[config.mk]
export PLATFORM = sky130hd
export DESIGN_NAME = buzzer_note_player
export DESIGN_NICKNAME = d
export VERILOG_FILES = /design/src/rtl/buzzer_pkg.sv /design/src/rtl/buzzer_ms_tick.sv /design/src/rtl/buzzer_note_player.sv
export SDC_FILE = /design/constraint.sdc
export NUM_CORES = 1
export LEC_CHECK = 0
export CAP_MARGIN = 30
export CORE_AREA = 2 2 106 108
export CTS_CLUSTER_DIAMETER = 60
export DETAILED_ROUTE_END_ITERATION = 10
export DIE_AREA = 0 0 108 110
export MAX_ROUTING_LAYER = met4
export SYNTH_ARGS = -nofsm -noshare
export SYNTH_HDL_FRONTEND = slang
export SYNTH_SLANG_ARGS = --single-unit
[constraint.sdc]
create_clock -name clk -period 3.55 [get_ports clk]
set_input_delay 0.355 -clock clk [delete_from_list [all_inputs] [get_ports clk]]
set_output_delay 0.355 -clock clk [all_outputs]
set_load 0.01 [all_outputs]
[src/rtl/buzzer_pkg.sv]
// Shared types and helpers for the buzzer note player.
package buzzer_pkg;

  typedef enum logic [1:0] {
    StIdle = 2'd0,
    StTone = 2'd1,
    StGap  = 2'd2
  } state_e;

  localparam int unsigned DefHpW  = 16;
  localparam int unsigned DefDurW = 12;

  typedef struct packed {
    logic [DefHpW-1:0]  half_period;
    logic [DefDurW-1:0] ms;
  } note_cmd_t;

  // Clock cycles per millisecond, never below one.
  function automatic int unsigned ms_tick_cycles(input int unsigned clk_hz);
    return (clk_hz / 1000 > 0) ? clk_hz / 1000 : 1;
  endfunction

endpackage

[src/rtl/buzzer_ms_tick.sv]
// Millisecond prescaler: counts 0..TICK-1 and flags the last cycle of each period.
module buzzer_ms_tick
  import buzzer_pkg::*;
#(
  parameter int unsigned TICK = 27000
) (
  input  logic clk,
  input  logic rst_n,
  input  logic clr_i,
  output logic tick_o
);

  localparam int unsigned W = (TICK > 1) ? $clog2(TICK) : 1;
  localparam logic [W-1:0] Last = W'(TICK - 1);

  logic [W-1:0] cnt_q;

  // Prescaler count; clear restarts the period from zero.
  always_ff @(posedge clk or negedge rst_n) begin
    if (!rst_n) begin
      cnt_q <= '0;
    end else if (clr_i || (cnt_q == Last)) begin
      cnt_q <= '0;
    end else begin
      cnt_q <= cnt_q + 1'b1;
    end
  end

  assign tick_o = (cnt_q == Last);

endmodule

[src/rtl/buzzer_note_player.sv]
// Note player for a passive buzzer: square wave for note_ms ms, then a GAP_MS silence.
// Optional BUZZER_QUEUE_EN adds a 4-entry command FIFO in front of the player.
module buzzer_note_player
  import buzzer_pkg::*;
#(
  parameter int unsigned CLK_HZ = 27000000,
  parameter int unsigned HP_W   = DefHpW,
  parameter int unsigned DUR_W  = DefDurW,
  parameter int unsigned GAP_MS = 20
) (
  input  logic             clk,
  input  logic             rst_n,
  input  logic             note_valid_i,
  output logic             note_ready_o,
  input  logic [HP_W-1:0]  note_half_period_i,
  input  logic [DUR_W-1:0] note_ms_i,
  input  logic             abort_i,
  input  logic             mute_n_i,
  output logic             buzz_o,
  output logic             busy_o,
  output logic [1:0]       led_n_o
);

  localparam int unsigned Tick = ms_tick_cycles(CLK_HZ);
  localparam int unsigned GapW = (GAP_MS > 1) ? $clog2(GAP_MS + 1) : 1;
  localparam int unsigned MsW  = (DUR_W > GapW) ? DUR_W : GapW;
  localparam logic [MsW-1:0] GapLast = MsW'(GAP_MS);

  state_e           state_q;
  logic             buzz_q;
  logic [HP_W-1:0]  hp_q;
  logic [DUR_W-1:0] ms_q;
  logic [HP_W-1:0]  tone_cnt_q;
  logic [MsW-1:0]   ms_cnt_q;
  logic [MsW-1:0]   ms_inc;
  logic             tick;
  logic             tone_done;
  logic             presc_clr;
  logic             start;
  logic [HP_W-1:0]  start_hp;
  logic [DUR_W-1:0] start_ms;

`ifdef BUZZER_QUEUE_EN
  typedef struct packed {
    logic [HP_W-1:0]  half_period;
    logic [DUR_W-1:0] ms;
  } cmd_t;

  cmd_t       fifo_q [4];
  logic [1:0] wr_ptr_q;
  logic [1:0] rd_ptr_q;
  logic [2:0] count_q;
  logic       fifo_full;
  logic       fifo_empty;
  logic       push;
  logic       pop;

  assign fifo_full  = (count_q == 3'd4);
  assign fifo_empty = (count_q == 3'd0);
  // Abort wins over a push in the same cycle.
  assign push       = note_valid_i && (!fifo_full || pop) && !abort_i;
  assign pop        = start;
  assign start      = (state_q == StIdle) && !fifo_empty && !abort_i;
  assign start_hp   = fifo_q[rd_ptr_q].half_period;
  assign start_ms   = fifo_q[rd_ptr_q].ms;

  // FIFO storage; contents need no reset since count gates every read.
  always_ff @(posedge clk) begin
    if (push) begin
      fifo_q[wr_ptr_q] <= '{half_period: note_half_period_i, ms: note_ms_i};
    end
  end

  // FIFO pointers and occupancy; abort flushes everything.
  always_ff @(posedge clk or negedge rst_n) begin
    if (!rst_n) begin
      wr_ptr_q <= '0;
      rd_ptr_q <= '0;
      count_q  <= '0;
    end else if (abort_i) begin
      wr_ptr_q <= '0;
      rd_ptr_q <= '0;
      count_q  <= '0;
    end else begin
      if (push) wr_ptr_q <= wr_ptr_q + 1'b1;
      if (pop)  rd_ptr_q <= rd_ptr_q + 1'b1;
      if (push && !pop)      count_q <= count_q + 1'b1;
      else if (pop && !push) count_q <= count_q - 1'b1;
    end
  end

  assign note_ready_o = !fifo_full;
  assign busy_o       = (state_q != StIdle) || !fifo_empty;
`else
  assign start        = (state_q == StIdle) && note_valid_i && !abort_i;
  assign start_hp     = note_half_period_i;
  assign start_ms     = note_ms_i;
  assign note_ready_o = (state_q == StIdle);
  assign busy_o       = (state_q != StIdle);
`endif

  assign ms_inc    = ms_cnt_q + 1'b1;
  assign tone_done = (state_q == StTone) && tick && (ms_inc == MsW'(ms_q));

  // Prescaler restarts at every TONE or GAP entry and is parked while idle.
  always_comb begin
    presc_clr = abort_i || (state_q == StIdle) || tone_done;
  end

  buzzer_ms_tick #(
    .TICK (Tick)
  ) u_ms_tick (
    .clk    (clk),
    .rst_n  (rst_n),
    .clr_i  (presc_clr),
    .tick_o (tick)
  );

  // Player FSM: accept, tone generation with ms timing, then silence gap.
  always_ff @(posedge clk or negedge rst_n) begin
    if (!rst_n) begin
      state_q    <= StIdle;
      buzz_q     <= 1'b0;
      hp_q       <= '0;
      ms_q       <= '0;
      tone_cnt_q <= '0;
      ms_cnt_q   <= '0;
    end else if (abort_i) begin
      state_q    <= StIdle;
      buzz_q     <= 1'b0;
      tone_cnt_q <= '0;
      ms_cnt_q   <= '0;
    end else begin
      unique case (state_q)
        StIdle: begin
          if (start) begin
            hp_q       <= start_hp;
            ms_q       <= start_ms;
            tone_cnt_q <= '0;
            ms_cnt_q   <= '0;
            buzz_q     <= 1'b0;
            state_q    <= (start_ms == '0) ? StGap : StTone;
          end
        end
        StTone: begin
          // hp == 0 is a rest: timing runs, the toggle register stays low.
          if (hp_q != '0) begin
            if (tone_cnt_q == hp_q - 1'b1) begin
              tone_cnt_q <= '0;
              buzz_q     <= ~buzz_q;
            end else begin
              tone_cnt_q <= tone_cnt_q + 1'b1;
            end
          end
          if (tick) begin
            if (tone_done) begin
              state_q    <= StGap;
              buzz_q     <= 1'b0;
              tone_cnt_q <= '0;
              ms_cnt_q   <= '0;
            end else begin
              ms_cnt_q <= ms_inc;
            end
          end
        end
        StGap: begin
          if (GAP_MS == 0) begin
            state_q <= StIdle;
          end else if (tick) begin
            if (ms_inc == GapLast) begin
              state_q  <= StIdle;
              ms_cnt_q <= '0;
            end else begin
              ms_cnt_q <= ms_inc;
            end
          end
        end
        default: state_q <= StIdle;
      endcase
    end
  end

  // Mute only gates the pin so the internal waveform keeps its phase.
  assign buzz_o  = buzz_q & mute_n_i;
  assign led_n_o = {~buzz_o, ~busy_o};

endmodule

==> results of run 1 <==
==> critical path, cell delays in order, from the launching register on <==
cell,delay [ns]
dfrtp_1,0.44
ha_1,0.28
and4_1,0.33
a21boi_0,0.16
o32ai_1,0.29
o22ai_1,0.19
o311ai_1,0.58
o21bai_1,0.27
a221o_1,0.39
==> placed cells by master (no fill, tap or decap), types with 8 or more instances in the layout <==
cell             count
xnor2_1             26
and3_1              12
nor3_1              15
nor2_1              51
o21ai_0             11
nor4_1              13
inv_1               16
nand4_1              8
dfrtp_1             74
mux2_2              29
clkdlybuf4s50_1     36
clkbuf_8            10
nand2_1             35
nand3_1             21
xor2_1              27
==> flip-flops by register name, summed over array words and instances, names as in the netlist <==
signal           count
buzz_q               1
u_ms_tick.cnt_q     15
hp_q                16
state_q              2
ms_cnt_q            12
ms_q                12
tone_cnt_q          16
==> layer usage <==
layer | GRT usage [%] | vias to the layer above
met4 | 6.410 | 0
met1 | 27.06 | 1770
met5 | - | -
met2 | 28.30 | 104
li1 | - | 1735
met3 | 4.292 | 10
==> cell families (layout without fill, tap and decap cells) <==
| logic type | count (synthesis) | count (layout) | share of synthesized area [%] |
|---|---|---|---|
| AND/OR/NAND/NOR | 195 | 195 | 22.68 |
| XOR/XNOR | 55 | 55 | 11.25 |
| buffers and inverters | 39 | 74 | 3.942 |
| AO/OA/AOI/OAI | 63 | 63 | 11.11 |
| adder cells (fa/ha/maj) | 7 | 7 | 1.929 |
| flip-flops | 74 | 74 | 40.79 |
| multiplexers | 34 | 34 | 8.297 |
==> per-stage QoR <==
stage	hold WS (ns)	cells	total power, mW	utilization, %	area, µm²
after detailed placement	0.4753	625	2.312	46.68	4994
after global routing	0.5175	642	3.243	48.98	5240
after CTS	0.1719	640	3.056	48.70	5210
after floorplan	0.05941	467	2.017	-	4539
after global placement	0.4724	625	2.287	46.68	4994
final	0.4875	642	3.027	48.98	5240
==> cell type report <==
type	instances	area, µm²
multi-input combinational	354	2509
inverter	16	60.06
clock inverter	5	78.83
sequential	74	1852
timing repair buffer	43	427.9
fill	1015	5458
tap	140	175.2
clock buffer	10	137.6
==> worst paths after layout <==
path                                         startpoint                      endpoint  slack [ns]  cells past startpoint
max                             ms_cnt_q[0]$_DFFE_PN0P_     tone_cnt_q[5]$_DFFE_PN0P_        0.51                      8
min                        u_ms_tick.cnt_q[0]$_DFF_PN0_  u_ms_tick.cnt_q[0]$_DFF_PN0_        0.49                      1
max reg2reg                     ms_cnt_q[0]$_DFFE_PN0P_     tone_cnt_q[5]$_DFFE_PN0P_        0.51                      8
min reg2reg                u_ms_tick.cnt_q[0]$_DFF_PN0_  u_ms_tick.cnt_q[0]$_DFF_PN0_        0.49                      1
max in group asynchronous                         rst_n          hp_q[12]$_DFFE_PN0P_        2.46                      3
min in group asynchronous                         rst_n       ms_cnt_q[6]$_DFFE_PN0P_        0.51                      2
==> power by group through the flow <==
stage / registers (mW) / logic (mW) / clock network, mW
finish: 1.29 / 1.02 / 0.722
global route: 1.32 / 1.13 / 0.792
CTS: 1.28 / 1.02 / 0.753
detailed placement: 1.30 / 1.01 / 0
global placement: 1.29 / 1.00 / 0
floorplan: 1.19 / 0.824 / 0
==> results, run 1 <==
- The worst path uses 85.67% of the clock period.
- Counting flops and latches in the post-synthesis netlist gives 74.
- The internal cell power is 1.945 mW.
- The antenna cell count is 0.
- The cell leakage power is 2.108 nW.
- The number of buffers inserted during clock tree synthesis is 9.
- The kind of start point of the critical path is a flop.
- In this run, the number of DRC markers left after iteration 0 of detailed routing was 180.
- The proportion of register bits with asynchronous set or reset after synthesis is 100.0%.
- Gates resized during post-CTS repair numbered 0.
- The row count is 38.
- 38 I/O pins were placed.
- In this run the standard cell core region covers 10700 µm².
- The count of input and output buffers is 37.
- The share of synthesized area in the top cell type comes to 40.79%.
- The initial antenna violation count is 0.
- The count of yosys warnings during synthesis is 0.
- The number of buffers inserted to repair setup after CTS is 0.
- The slew at the pin closest to its max-slew limit is 0.8904 ns.
- The total die area is 11880 µm².
- The achievable frequency is 0.3288 GHz.
- The wire length of the first global-routing pass is 17450 µm.
- For this run, the leading register cell type out of synthesis is dfrtp_1.
- The total track usage is 19.45%.
- Before CTS, the worst setup slack after placement is 0.4909 ns.
- The switching share of total power is 35.75%.
- The max-cap check violation count is 0.
- The worst hold-check path type is reg -> reg.
- In the final layout, the share of cells above drive strength 1 is 13.15%.
- The flow ran to the end, and the final reports show no timing, DRC or antenna violations.
- The proportion of synthesized chip area in sequential cells is 40.79%.
- Summed over all nets, wire length on met2 after detailed routing comes to 4601 µm.
- The uppermost layer routed is met4.
- The post-route met1 wirelength is 5037 µm.
- The post-CTS clock slew at the launch and capture registers of the worst setup and hold paths is 0.08 ns.
- In this run the deepest clock path goes through 2 buffers.
- The cell taking the most area after synthesis is dfrtp_1.
- The worst-skew pair later-pin latency is 0.35 ns.
- The post-route setup TNS is 0 ns.
- STA classifies the critical path endpoint as a flop.
- Entering global routing, the biggest net connects 75 pins.
- The arrival time of data at the critical path endpoint is 3.28 ns.
- The net count of the finished layout is 538.
- After synthesis, the most frequently instantiated cells are dfrtp_1 (74), nor2_1 (51), nand2_1 (35).
- The via total after detailed routing is 3619.
- For the final database, setup skew stands at 0.01256 ns.
- The tree built by TritonCTS fans out to 74 sinks.
- TritonCTS built the clock tree.
- The net count after synthesis is 507.
- The number of search-and-repair iterations in the first detailed-routing pass is 6.
- Counting I/O delays and the setup requirement, the final critical path takes 3.041 ns.
- The distinct cell type count of the synthesized netlist is 65.
- The sequential fraction of design power is 42.5%.
- The switching power total is 1.082 mW.
- The synthesized design contains 0 enable-type register cells.
- The die is 108 µm wide.
- The growth of design area from synthesis to finish is 15.44%.
- The average footprint of a synthesized cell is 9.720 µm².
- The data required time at the worst endpoint is 3.79 ns.
- Dividing the detail-routed wire length by the instance count gives 16.08 µm.
- The initial utilization of the core area, before any placement, comes to 42.43%.
- The most numerous cell in the Yosys netlist is dfrtp_1.
- The total of endpoints with negative setup slack in the final report is 0.
- The cell chosen for the clock root is clkbuf_8.
- Counting every instance in the synthesized netlist gives 467.
- Summed over all layers, the global routing overflow is 0.
- The average vias per placed instance is 5.637.
- Of all nets on the critical path, the largest fanout is 6.
- The count of nets left with antenna violations after detail routing is 0.
- The number of pins with negative max-slew slack in the final report was 0.
- By area the synthesized netlist is led by dfrtp_1 (41%), mux2_2 (7.2%), xor2_1 (5.2%).
- In the routed design, unresolved DRC markers number 0.
- The die is 110 µm tall.
- The portion of total power attributed to combinational logic is 33.6%.
- The worst setup slack after layout is 0.5087 ns.
- The detailed route wirelength on metal3 is 547 µm.
- The cell area that synthesis handed to floorplanning was 4539 µm².
- The number of global-route vias before repair is 3472.
- The placer congestion estimate is 0.8482.
- The worst setup path is of the reg -> reg kind.
- The aggregate routed wire length is 10320 µm.
- Setup repair after global routing left no endpoint under its margin.
- The relative slew slack is 40.42%.
- The relative contribution of the clock network to total power is 23.9%.
- In this run the power density over the cells is 577.7 nW/µm².
- The total of hold buffers inserted after clock tree synthesis is 0.
- Detailed placement finished with a half-perimeter wire length of 7396 µm.
- The number of failing hold endpoints at the final stage is 0.
- The clock tree synthesis step divided the H-tree into 3 levels.
- Across the VDD grid, the largest voltage drop is 0.0003279 V.
No activity file was read; power rests on OpenSTA's default activity.
==> run 2: changes to the inputs <==
--- a/config.mk
+++ b/config.mk
@@ -5,12 +5,14 @@
 export SDC_FILE = /design/constraint.sdc
 export NUM_CORES = 1
 export LEC_CHECK = 0
+export ABC_AREA = 1
 export CAP_MARGIN = 30
-export CORE_AREA = 2 2 106 108
+export CORE_AREA = 2 2 109 111
 export CTS_CLUSTER_DIAMETER = 60
 export DETAILED_ROUTE_END_ITERATION = 10
-export DIE_AREA = 0 0 108 110
+export DIE_AREA = 0 0 111 113
 export MAX_ROUTING_LAYER = met4
 export SYNTH_ARGS = -nofsm -noshare
 export SYNTH_HDL_FRONTEND = slang
+export SYNTH_HIERARCHICAL = 1
 export SYNTH_SLANG_ARGS = --single-unit
==> results, run 2 <==
- The cell chosen for the clock root is clkbuf_16.
- The buffer depth of the longest clock path came to 2 (unchanged).
- The cell taking the most area after synthesis is dfrtp_1.
- The slew at the pin closest to its max-slew limit came to 0.5192 ns (-0.3712 ns).
- The total stage count of the critical path is 15 (+7).
- The I/O pin count is 38 (unchanged).
- In the layout the commonest cells are nand2_1 (167), nor2_1 (102), inv_1 (83).
- The post-route setup TNS is 0 ns (unchanged).
- The die extent in x came to 111 µm (+2.8%).
- The worst reg2reg path depth is 15 (+7).
- The TritonCTS clock tree is yes.
- The number of search-and-repair iterations in the first detailed-routing pass is 4 (-2).
- The starting density of the core is 42.70% (+0.27 points).
- The number of DRC markers in iteration 0 is 188 (+4.4%).
- Traced cell by cell, the critical path runs through ha_1 > nand4_1 > nor2_1 > nor3b_1 > nand3_1 > nor2_1 > nand3_1 > nor2_1 > nand3_1 > nor2_1 > nand3_2 > nand2_1 > inv_1 > nand2_2 > nor2_1.
- The net count after synthesis is 717 (+41%).
- By instance count, the leading cell after synthesis is nand2_1.
- The number of nets in the layout is 757 (+41%).
- The arrival time of data at the critical path endpoint was 2.80 ns (-0.48 ns).
- In the synthesized netlist the dominant register cell turns out to be dfrtp_1.
- The post-synthesis instance total is 677 (+45%).
- The number of storage elements in the synthesis netlist is 74 (unchanged).
- The wire length of the first global-routing pass is 20360 µm (+17%).
- The biggest fanout along the worst timing path was 15 (+9).
- The CTS sink count is 74 (unchanged).
- The total die area is 12540 µm² (+5.6%).
- The detail-routed net length per standard cell is 13.53 µm (-16%).
- The depth of the CTS H-tree is 3 (unchanged).
- The cell with the largest stage delay on the worst path is dfrtp_1.
- The number of filler instances in the final layout is 1123 (+11%).
- On the critical path the largest part of the delay comes from simple AND/OR/NAND/NOR gates.
- The count of nets left with antenna violations after detail routing came to 0 (unchanged).
- The count of flip-flops with a built-in enable after synthesis was 0 (unchanged).
- The placed instance area was 5304 µm² (+6.2%).
- The layout cell share with drive strength beyond 1 came to 9.986% (-3.2 points).
- The number of pins with negative max-slew slack in the final report is 0 (unchanged).
- The row count is 39 (+2.6%).
- The count of yosys warnings during synthesis came to 6 (+6).
- The final cycle utilization of the critical path came to 72.51% (-13 points).
- The critical path is of the reg -> reg type.
- The number of global-route vias before repair is 4299 (+24%).
- The number of failing hold endpoints at the final stage is 0 (unchanged).
- The via total after detailed routing is 4367 (+21%).
- The achievable frequency is 0.3885 GHz (+18%).
- The data required time at the worst endpoint is 3.77 ns (-0.02 ns).
- The average footprint of a synthesized cell is 7.110 µm² (-27%).
- The floorplan die height is 113 µm (+2.7%).
- The number of buffers inserted to repair setup after CTS is 0 (unchanged).
- The total of endpoints with negative setup slack in the final report was 0 (unchanged).
- The aggregate routed wire length is 11690 µm (+13%).
- The placer congestion estimate came to 0.9034 (+6.5%).
- The total track usage is 20.76% (+1.3 points).
- The proportion of register bits with asynchronous set or reset after synthesis is 100.0% (unchanged).
- The proportion of synthesized chip area in sequential cells came to 38.47% (-2.3 points).
- The delay contributed by the slowest stage of the critical path is 0.39 ns (-0.19 ns).
- The commonest cells after synthesis are nand2_1 (167), nor2_1 (102), inv_1 (83).
- The pin count of the biggest net entering global routing is 75 (unchanged).
- The worst hold-check path type is in -> async.
- The cell area after synthesis is 4813 µm² (+6.0%).
- The distinct cell type count of the synthesized netlist is 37 (-43%).
- The power per cell area is 575.1 nW/µm² (-0.44%).
- The core region area came to 11270 µm² (+5.4%).
- The antenna cell count came to 0 (unchanged).
- The worst setup path is launched from a flop.
- Setup repair after global routing left no endpoint under its margin.
- The worst-skew pair later-pin latency is 0.35 ns (about the same).
- The total half-perimeter wirelength after legalization and detailed placement was 8757 µm (+18%).
- The library cell used most frequently in the layout, excluding fill and tap cells, is nand2_1.
- The relative slew slack is 65.39% (+25 points).
- The count of buffering cells on the critical path with inverters included is 1 (+1).
- The average vias per placed instance came to 5.054 (-10%).
- The cell leakage power was 2.569 nW (+22%).
- The count of input and output buffers was 37 (unchanged).
- The proportion of netlist area held by the largest area contributor is 38.47% (-2.3 points).
- The core utilization of the finished layout is 50.02% (+1.0 points).
- The post-CTS clock slew at the launch and capture registers of the worst setup and hold paths is 0.06 ns (-0.02 ns).
- After synthesis, the cell types taking the most area are dfrtp_1 (38%), nand2_1 (13%), nor2_1 (8.0%).
- The peak supply drop is 0.0002858 V (-13%).
- The DRC violation count after routing was 0 (unchanged).
- The largest registers in the layout are hp_q (16), tone_cnt_q (16), u_ms_tick/cnt_q (15).
- The total grt overflow was 0 (unchanged).
- The post-route minimum period is 2.574 ns (-0.4671 ns).
- The design area is 5638 µm² (+7.6%).
- The run finished with clean final reports.
- The initial antenna violation count is 0 (unchanged).
- The worst setup path is captured at a flop.
- The area growth from synthesis to layout is 17.13%.
- By instance count, the cell type seen most on the critical path is nor2_1.
- The final setup skew is 0.008693 ns (-0.003865 ns).
- The max-cap check violation count is 0 (unchanged).
- The number of buffers inserted during clock tree synthesis is 9 (unchanged).
==> run 2: cell types whose count changed after synthesis, sizes merged, moves of 10 or more <==
cell   previous run  this run
a21oi             7        28
o21ai            13        28
nor4             16         6
nor2             51       126
and3             12         1
nand2            35       177
xnor2            26         9
nand3            21        60
inv              16        87
mux2             29         6
==> run 2: stage by stage <==
step	setup slack, ns	power, mW	std cells	hold WS (ns)
floorplan	1.368	2.015	677	0.05941
global placement	1.075	2.295	847	0.4647
detailed placement	0.9514	2.317	847	0.4813
CTS	0.9177	3.269	862	0.2026
global route	0.6481	3.499	864	0.5238
finish	0.9758	3.243	864	0.4794
==> run 2: cell type report <==
class                      count  area (µm²)  share of cell area [%]
timing repair buffer          41       412.9                   7.324
inverter                      89       336.6                   5.970
tap                          143       178.9                   3.174
sequential                    74        1852                   32.85
clock inverter                 4       51.30                  0.9099
clock buffer                  11       252.7                   4.483
multi-input combinational    502        2554                   45.30
==> run 2: path summary, 6_finish.rpt <==
path / startpoint / endpoint / slack (ns)
hold reg to reg: u_ms_tick/cnt_q[0]$_DFF_PN0_ / u_ms_tick/cnt_q[0]$_DFF_PN0_ / 0.49
max in group asynchronous: rst_n / hp_q[15]$_DFFE_PN0P_ / 2.48
min in group clk: u_ms_tick/cnt_q[0]$_DFF_PN0_ / u_ms_tick/cnt_q[0]$_DFF_PN0_ / 0.49
setup reg to reg: u_ms_tick/cnt_q[0]$_DFF_PN0_ / u_ms_tick/cnt_q[12]$_DFF_PN0_ / 0.98
hold / removal: rst_n / ms_q[8]$_DFFE_PN0P_ / 0.48
setup / recovery: u_ms_tick/cnt_q[0]$_DFF_PN0_ / u_ms_tick/cnt_q[12]$_DFF_PN0_ / 0.98
==> run 2: logic make-up after synthesis <==
logic type,Yosys count,synth area share (%)
buffers and inverters,101,8.474
xor gates and xnor gates,29,5.277
adders and majority gates,7,1.820
AOI/OAI and AO/OA,61,6.629
and+or+nand+nor,399,37.93
muxes,6,1.404
DFF,74,38.47
==> run 2: layer usage <==
| metal | GRT usage, % | vias up | wire length (µm) |
|---|---|---|---|
| met2 | 33.54 | 63 | 5549 |
| met1 | 25.91 | 2055 | 5462 |
| met4 | 8.917 | 0 | 315 |
| met3 | 3.535 | 21 | 366 |
| met5 | - | - | 0 |
| li1 | - | 2228 | - |
==> run 2: worst reg2reg max path, cell delays in order, from the launching register on <==
cell and delay, ns:
dfrtp_1 0.39, ha_1 0.28, nand4_1 0.12, nor2_1 0.12, nor3b_1 0.35, nand3_1 0.12
nor2_1 0.11, nand3_1 0.08, nor2_1 0.09, nand3_1 0.07, nor2_1 0.12, nand3_2 0.12
nand2_1 0.09, inv_1 0.05, nand2_2 0.25, nor2_1 0.10
==> run 2: power by group <==
group          total (mW)  leakage (nW)  internal (mW)  switching, mW
Clock               0.940         0.148          0.578          0.361
Combinational        1.09          1.47          0.417          0.678
Sequential           1.21         0.948           1.03          0.181
Total                3.24          2.57           2.02           1.22
==> run 2: repair_timing <==
action,CTS,global route
endpoints found under the hold margin,0,31
resized for setup,0,0
hold buffers,0,1
